[config.mk]
export PLATFORM = sky130hd
export DESIGN_NAME = slot_free_list_allocator
export DESIGN_NICKNAME = d
export VERILOG_FILES = /design/src/rtl/slot_free_list_allocator.sv
export SDC_FILE = /design/constraint.sdc
export NUM_CORES = 1
export LEC_CHECK = 0
export BUFFER_PORTS_ARGS = -buffer_cell sky130_fd_sc_hd__buf_2
export CAP_MARGIN = 25
export CORE_MARGIN = 5
export CORE_UTILIZATION = 25
export DETAILED_ROUTE_END_ITERATION = 7
export PLACE_DENSITY = 0.47
export SETUP_SLACK_MARGIN = 0.5
export SLEW_MARGIN = 40
export SYNTH_ARGS = -nofsm -noshare
export SYNTH_HDL_FRONTEND = slang
export SYNTH_SLANG_ARGS = --single-unit
export TNS_END_PERCENT = 30
[constraint.sdc]
create_clock -name clk_in -period 4.6 [get_ports clk_in]
set_clock_uncertainty 0.15 [all_clocks]
set_input_delay 0.92 -clock clk_in [delete_from_list [all_inputs] [get_ports clk_in]]
set_output_delay 0.92 -clock clk_in [all_outputs]
set_load 0.01 [all_outputs]
[src/rtl/slot_free_list_allocator.sv]
`default_nettype none
// ============================================================================
// Module      : slot_free_list_allocator
// Description : Owns a VECTOR_LENGTH-entry busy vector for a shared resource.
//               Grants the highest-numbered free slot one cycle after an
//               accepted request, accepts slot releases and a global flush.
// Revision    : 1.0 - initial release
//
// Ports:
//   clk_in           - clock, all state on rising edge
//   reset_in         - asynchronous active-high reset
//   alloc_request_in - request one slot this cycle
//   alloc_ready_out  - at least one slot free (from registered state only)
//   alloc_valid_out  - one-cycle pulse after an accepted request
//   alloc_index_out  - granted slot, valid with alloc_valid_out
//   free_valid_in    - release slot free_index_in this cycle
//   free_index_in    - slot to release (out-of-range values ignored)
//   flush_in         - synchronous release of all slots, drops a grant
//   busy_vector_out  - bit i set while slot i is allocated
//   busy_count_out   - population count of busy_vector_out
//   full_out         - all slots allocated
//   empty_out        - no slot allocated
//   error_out        - (only with SLOT_ALLOCATOR_ERROR_CHECK_EN) sticky flag
//                      for double free, out-of-range free, request while full
//
// Optional feature macro: SLOT_ALLOCATOR_ERROR_CHECK_EN
// ============================================================================
module slot_free_list_allocator #(
    parameter int VECTOR_LENGTH = 8,
    parameter int INDEX_WIDTH   = 3
) (
    input  logic                     clk_in,
    input  logic                     reset_in,
    input  logic                     alloc_request_in,
    output logic                     alloc_ready_out,
    output logic                     alloc_valid_out,
    output logic [INDEX_WIDTH-1:0]   alloc_index_out,
    input  logic                     free_valid_in,
    input  logic [INDEX_WIDTH-1:0]   free_index_in,
    input  logic                     flush_in,
    output logic [VECTOR_LENGTH-1:0] busy_vector_out,
    output logic [INDEX_WIDTH:0]     busy_count_out,
    output logic                     full_out,
`ifdef SLOT_ALLOCATOR_ERROR_CHECK_EN
    output logic                     empty_out,
    output logic                     error_out
`else
    output logic                     empty_out
`endif
);

    localparam logic [0:0]         c_IDLE     = 1'b0;
    localparam logic [0:0]         c_GRANT    = 1'b1;
    localparam logic [INDEX_WIDTH:0] c_VL_COUNT = (INDEX_WIDTH + 1)'(VECTOR_LENGTH);

    logic [0:0]               r_state;
    logic [0:0]               w_state_next;
    logic [VECTOR_LENGTH-1:0] r_busy;
    logic [INDEX_WIDTH:0]     r_count;
    logic                     r_full;
    logic                     r_empty;
    logic [INDEX_WIDTH-1:0]   r_index;

    logic [INDEX_WIDTH-1:0]   w_sel;
    logic                     w_accept;
    logic                     w_free_in_range;
    logic [VECTOR_LENGTH-1:0] w_busy_next;
    logic [INDEX_WIDTH:0]     w_count_next;

    // Find-first-one from the top on the inverted busy vector. Ascending scan
    // where the last hit wins gives the highest free index. Returns 0 when
    // nothing is free; that case is excluded by r_full, not by the index.
    always_comb begin
        w_sel = '0;
        for (int i = 0; i < VECTOR_LENGTH; i++) begin
            if (!r_busy[i]) begin
                w_sel = INDEX_WIDTH'(i);
            end
        end
    end

    // Readiness comes only from registered fullness, so a same-cycle free
    // cannot make a full allocator accept.
    assign w_accept        = alloc_request_in & ~r_full;
    assign w_free_in_range = ({1'b0, free_index_in} < c_VL_COUNT);

    // Clear before set: the selected slot is always free in the registered
    // vector, so a free of that same (already free) slot must not cancel it.
    always_comb begin
        w_busy_next = r_busy;
        if (free_valid_in && w_free_in_range) begin
            w_busy_next[free_index_in] = 1'b0;
        end
        if (w_accept) begin
            w_busy_next[w_sel] = 1'b1;
        end
        if (flush_in) begin
            w_busy_next = '0;
        end
    end

    always_comb begin
        w_count_next = '0;
        for (int i = 0; i < VECTOR_LENGTH; i++) begin
            w_count_next = w_count_next + (INDEX_WIDTH + 1)'(w_busy_next[i]);
        end
    end

    // Busy bookkeeping: vector, count and flags share one edge so they
    // always agree.
    always_ff @(posedge clk_in or posedge reset_in) begin
        if (reset_in) begin
            r_busy  <= '0;
            r_count <= '0;
            r_full  <= 1'b0;
            r_empty <= 1'b1;
            r_index <= '0;
        end else begin
            r_busy  <= w_busy_next;
            r_count <= w_count_next;
            r_full  <= (w_count_next == c_VL_COUNT);
            r_empty <= (w_count_next == '0);
            if (w_accept && !flush_in) begin
                r_index <= w_sel;
            end
        end
    end

    // Grant FSM: state register
    always_ff @(posedge clk_in or posedge reset_in) begin
        if (reset_in) begin
            r_state <= c_IDLE;
        end else begin
            r_state <= w_state_next;
        end
    end

    // Grant FSM: next state. A flush drops a request accepted in its cycle.
    always_comb begin
        w_state_next = c_IDLE;
        if (w_accept && !flush_in) begin
            w_state_next = c_GRANT;
        end
    end

    // Grant FSM: outputs
    always_comb begin
        alloc_valid_out = (r_state == c_GRANT);
    end

    assign alloc_ready_out = ~r_full;
    assign alloc_index_out = r_index;
    assign busy_vector_out = r_busy;
    assign busy_count_out  = r_count;
    assign full_out        = r_full;
    assign empty_out       = r_empty;

`ifdef SLOT_ALLOCATOR_ERROR_CHECK_EN
    logic r_error;
    logic w_error_event;

    always_comb begin
        w_error_event = alloc_request_in & r_full;
        if (free_valid_in) begin
            if (!w_free_in_range) begin
                w_error_event = 1'b1;
            end else if (!r_busy[free_index_in]) begin
                w_error_event = 1'b1;
            end
        end
    end

    always_ff @(posedge clk_in or posedge reset_in) begin
        if (reset_in) begin
            r_error <= 1'b0;
        end else if (flush_in) begin
            r_error <= 1'b0;
        end else if (w_error_event) begin
            r_error <= 1'b1;
        end
    end

    assign error_out = r_error;
`endif

endmodule
`default_nettype wire
Word level (Yosys, flattened, before mapping)
Index checks and enable logic that the tools add are counted.
{"block": "word_totals", "mem_count": 0, "input_bits": 8, "output_inout_bits": 19, "rom_bits": 0, "register_bits": 18, "latchBits": 0, "elab_cells": 43, "ramBits": 0}
{"block": "op_classes", "bitwise": 5, "add_sub_neg": 7, "n_mux": 15, "n_lt_le_gt_ge": 4, "n_reduce_logical": 5, "eq_ne": 1, "shifts": 0, "div_mod_pow": 0, "mul": 0}
{"cell": "$mux 8", "n": 3}
{"cell": "$add 4x1->4", "n": 4}
{"cell": "$mux 3", "n": 5}
{"cell": "$and 8x8->8", "n": 1}
{"cell": "$lt 3x4->1 const B", "n": 2}
{"cell": "$not 8->8", "n": 1}
{"cell": "$or 8x8->8", "n": 1}
{"cell": "$demux 1 s3", "n": 2}
{"cell": "$ge 3x1->1 const B", "n": 2}
{"cell": "$add 3x1->4", "n": 1}
{"cell": "$eq 4x4->1 const B", "n": 1}
{"cell": "$logic_not 4->1", "n": 1}
{"cell": "$mux 1", "n": 4}
{"cell": "$add 2x1->3", "n": 1}
{"cell": "$logic_and 1x1->1", "n": 3}
{"cell": "$add 1x1->2", "n": 1}
{"cell": "$mux 2", "n": 1}
{"cell": "$and 1x1->1", "n": 1}
{"cell": "$logic_not 1->1", "n": 1}
{"cell": "$not 1->1", "n": 1}

Depth between registers and ports, before layout
{"block": "depth", "depth_word": 22, "depth_mapped": 14, "depth_no_buf": 14}

Least setup slack after synthesis
OpenSTA, ideal clock, no wires.
{"block": "synth_path", "kind": "input to register", "start": "in flush_in", "end": "reg r_full (netlist: full_out)", "t_required_ns": 4.362, "setup_slack_ns": 0.083, "arrival_ns": 4.279, "stages": 13, "setup_ns": 0.088, "n_path_buf": 1, "cell_sequence": "buf_2 -> or4_4 -> o31ai_1 -> fa_1 -> inv_1 -> fa_1 -> fa_1 -> inv_1 -> ha_1 -> inv_1 -> fa_1 -> nand2b_1 -> nor3b_1"}
{"block": "synth_via", "elab_chain_len": 9}
{"item": "start, declared", "line_no": "40", "source": "input logic flush_in,"}
{"item": "$mux 8", "line_no": "97", "source": "if (flush_in) begin"}
{"item": "named net w_busy_next[0]", "line_no": "67", "source": "logic [VECTOR_LENGTH-1:0] w_busy_next;"}
{"item": "$add 1x1->2", "line_no": "105", "source": "w_count_next = w_count_next + (INDEX_WIDTH + 1)'(w_busy_next[i]);"}
{"item": "$add 2x1->3", "line_no": "105"}
{"item": "$add 3x1->4", "line_no": "105"}
{"item": "$add 4x1->4 (4 in a row)", "line_no": "105"}
{"item": "$eq 4x4->1", "line_no": "121", "source": "r_full <= (w_count_next == c_VL_COUNT);"}
{"item": "end signal, assigned", "line_no": "121"}
{"item": "end, declared", "line_no": "60", "source": "logic r_full;"}
The timed path passes the listed nets, and every way through them passes these cells.
A chain may end at the register's enable or synchronous reset.

Worst setup path after layout
{"block": "layout_path", "start": "in flush_in", "end": "reg r_full (netlist: full_out)"}
{"block": "layout_via", "elab_cells_between_ends": 9, "classes_between": "add/sub: 7; eq/ne: 1; mux: 1"}
{"item": "$mux 8", "line_no": "97"}
{"item": "named net w_busy_next[3]", "line_no": "67"}
{"item": "$add 3x1->4", "line_no": "105"}
{"item": "$add 4x1->4 (4 in a row)", "line_no": "105"}
{"item": "$eq 4x4->1", "line_no": "121"}
The timed path passes the listed nets, and every way through them passes these cells.

==> results.txt <==
The run finished with clean final reports. The critical path in this run is classified as in2reg. The synthesized area divided by synthesized cell count came out at 10.5 um^2. The routed via count came out at 830. Dividing the detail-routed via count by the number of cells gives about 4.6. The detail route stage leaves a number of antenna-violating nets equal to 0. The vertical die dimension is 72.0 um. The largest voltage drop on the vdd net came out at roughly 0.00022 V. The effective utilization at floorplan came out at 0.261. The per-cell routed wire length is between 10 and 15 um. Of the cells placed in the final design, the portion with a size suffix greater than 1 is 0.414.

The area share of the largest cell type after synthesis came out at 0.442. The fraction of the cycle the final worst path needs is 0.934. The leakage power came out at 0.656 nW. In the post-synthesis netlist, the biggest area contributors are sky130_fd_sc_hd__dfrtp_1 44%, sky130_fd_sc_hd__fa_1 8.3%, sky130_fd_sc_hd__inv_1 5.5%, sky130_fd_sc_hd__ha_1 3.9%, sky130_fd_sc_hd__dfstp_2 2.7%.

The instance count of the mapped netlist is about 90. In the layout the commonest cells are 26 x sky130_fd_sc_hd__buf_2, 17 x sky130_fd_sc_hd__dfrtp_1, 13 x sky130_fd_sc_hd__inv_1. The post-synthesis instance area is between 900 and 1000 um^2.

In the synthesized netlist the dominant register cell turns out to be sky130_fd_sc_hd__dfrtp_1. The setup slack after placement came out at -0.102 ns. Entering global routing, the biggest net connects 19 pins. Relative to the synthesized area, the layout overhead comes to 40.1%. The required time at the endpoint of the critical path is 4.63 ns.

The depth of the worst register-to-register path is 14. The final weighted congestion of routability-driven global placement is 0.825. The number of failing hold endpoints at the final stage came out at 0. The number of rows created at floorplan came out at 22.

The estimated wirelength of the detail-placed design is about 1900 um. The number of distinct library cell variants in the gate-level netlist after synthesis is 31. The slew at the pin with the worst max-slew slack is 0.669 ns.

The placeable core area came out at 3690 um^2. In this run the horizontal extent of the chip is about 72 um. The via count of the first global-routing pass is about 830. The worst hold path belongs to the class reg2reg. After layout, the worst setup slack is ~0.3 ns. The largest individual stage delay along the critical path comes from the cell sky130_fd_sc_hd__or4_4.

During I/O placement, the number of pins put on the boundary was 27. The remaining global-route overflow came out at 0. Before antenna repair, the detailed router went through 4 iterations.

Setup violations remaining at the end of the flow were counted as 0. The count of clock tree sinks came out at 18. The number of buffers on the longest clock path came out at 2. The count of flip-flops with a built-in enable after synthesis is 0. Based on the critical path, the design can be clocked at up to 233 MHz.

The sequential-to-total area share from yosys stat came out at 0.469. At the later pin of the worst-skew pair, clock insertion delay measures between 0.2 and 0.3 ns. The total routed wirelength came out at 2380 um. The global router's overall resource usage came out at 0.0995.

Of all nets on the critical path, the largest fanout is 4. The count of inserted antenna diode cells came out at 0. Setup repair after global routing could not meet its margin everywhere. The kind of start point of the critical path is an input pin. The largest total area in the synthesized netlist belongs to sky130_fd_sc_hd__dfrtp_1. The count of unresolved DRC violations after routing came out at 0. The die covers approximately 5200 um^2. The total of warnings raised by yosys came out at 0.

In this run the worst setup path terminates at full_out. The hold-fix buffer count after cts is 0. Counting I/O delays and the setup requirement, the final critical path takes about 4.3 ns.

The total nets after synthesis is 107. The global-route wire length before repair is approximately 3900 um. Max-cap violations in this run came to 0. The count of cells in the finished layout, fillers not included, comes to approximately 180. Headroom to the max-slew limit came out at 0.551. Counting flops and latches in the post-synthesis netlist gives 18. During placement, the flow inserted port buffers numbering 26. The library cell used most frequently in the layout, excluding fill and tap cells, is sky130_fd_sc_hd__buf_2. The arrival time of the worst setup path came out at approximately 4.3 ns. Clock tree synthesis selected as its root buffer the cell sky130_fd_sc_hd__clkbuf_8. The share of flip-flops with an asynchronous set or reset after synthesis came out at 1.00. TritonCTS built the clock tree. The worst setup path is captured at a register.

Traced cell by cell, the critical path runs through buf_2 > or4_4 > nand2b_4 > o21ai_4 > fa_1 > inv_1 > fa_1 > fa_1 > inv_1 > ha_1 > inv_1 > fa_2 > nand2b_1 > nor3b_2. The number of antenna violations at the first check in global routing came out at 0. Clock-pin slew was measured on the worst setup and hold paths at approximately 0.070 ns.

The reg-to-reg setup timing slack came out at 0.43 ns. The delay of the slowest cell on the worst path came out at 0.54 ns. The number of nets in the final layout is approximately 150. The final count of pins violating max slew came out at 0. The critical register-to-register path endpoint is full_out. The launch point of the worst path is flush_in. The total power density per cell area is 257 nW/um^2. The count of cells along the worst hold path came out at 1. In this run, placement finished with an instance count of approximately 180. The overall power of the completed layout came out at 0.346 mW.

In this run the critical register-to-register path is launched from busy_vector_out[5]. The number of H-tree levels is 1. The tightest hold path in the finished design has a slack of 0.338 ns.

In this run, CTS created clock tree buffers numbering 3. The initial detailed-routing violation count came out at 26.
## synthesized netlist by cell type (2+ instances only)
cell and count:
sky130_fd_sc_hd__dfrtp_1 17, sky130_fd_sc_hd__inv_1 14, sky130_fd_sc_hd__nor2_1 6, sky130_fd_sc_hd__a21oi_1 5
sky130_fd_sc_hd__nand2_1 5, sky130_fd_sc_hd__fa_1 4, sky130_fd_sc_hd__nand2b_1 4, sky130_fd_sc_hd__ha_1 3
sky130_fd_sc_hd__nor2b_1 3, sky130_fd_sc_hd__nor3_1 3, sky130_fd_sc_hd__o21ai_0 3, sky130_fd_sc_hd__a31oi_1 2
sky130_fd_sc_hd__o211ai_1 2, sky130_fd_sc_hd__o21a_1 2, sky130_fd_sc_hd__o31ai_1 2, sky130_fd_sc_hd__or3_1 2
## worst max-delay path, delay by kind of cell
kind,cells,cell delay [ns]
AO/OA/AOI/OAI,1,0.16
adder cells (fa/ha/maj),5,1.97
buffers and inverters,4,0.32
AND/OR/NAND/NOR,4,0.97
## worst min-delay path by stage
stage	start	endpoint	slack, ns
after CTS	alloc_index_out[2]	alloc_index_out[2]	0.35
after global routing	alloc_index_out[2]	alloc_index_out[2]	0.37
after floorplan	alloc_index_out[2]	alloc_index_out[2]	0.38
final	alloc_index_out[2]	alloc_index_out[2]	0.34
after global placement	alloc_index_out[2]	alloc_index_out[2]	0.32
after detailed placement	alloc_index_out[2]	alloc_index_out[2]	0.33
## final cells by class
class	instances	area, um^2
fill	391	2340
multi-input combinational	59	508
sequential	18	452
timing repair buffer	38	220
tap	48	60.1
clock buffer	4	55.1
inverter	14	52.6
## power breakdown
part / switching [mW] / total (mW) / internal [mW]
clock network: 0.0515 / 0.127 / 0.0760
registers: 0.00435 / 0.171 / 0.166
logic: 0.0283 / 0.0478 / 0.0195
total: 0.0841 / 0.346 / 0.262
## cell families (layout without fill, tap and decap cells)
| group | count (synthesis) | in the layout | share of synthesized area |
|---|---|---|---|
| DFF | 18 | 18 | 0.469 |
| and+or+nand+nor | 28 | 28 | 0.166 |
| AOI/OAI and AO/OA | 23 | 23 | 0.173 |
| xor gates and xnor gates | 1 | 1 | 0.00910 |
| adders and majority gates | 7 | 7 | 0.122 |
| buffers and inverters | 15 | 56 | 0.0598 |
## flip-flops by register name (all words and copies together), names as in the netlist
register and flops:
empty_out 1, busy_vector_out 8, alloc_valid_out 1, alloc_index_out 3
busy_count_out 4, full_out 1
## stage by stage
stage               setup TNS (ns)  cell area (um^2)   util
global route                     0              1350  0.365
finish                           0              1350  0.365
CTS                              0              1340  0.363
floorplan                        0               972      -
global placement            -0.289              1240  0.336
detailed placement          -0.177              1240  0.336
## repair_timing
action,4_1_cts,5_1_grt
pin swaps,3,1
setup buffers,1,0
setup endpoints to repair,4,4
resized for setup,6,2
## per-layer routing
layer / vias to the layer above / routed length (um) / GRT usage
li1: 395 / - / -
met1: 412 / 913 / 0.110
met2: 21 / 1310 / 0.186
met3: 2 / 139 / 0.0374
met4: 0 / 14 / 0.0125
met5: - / 0 / 0
Note: power is estimated with default switching activity, not from simulation.
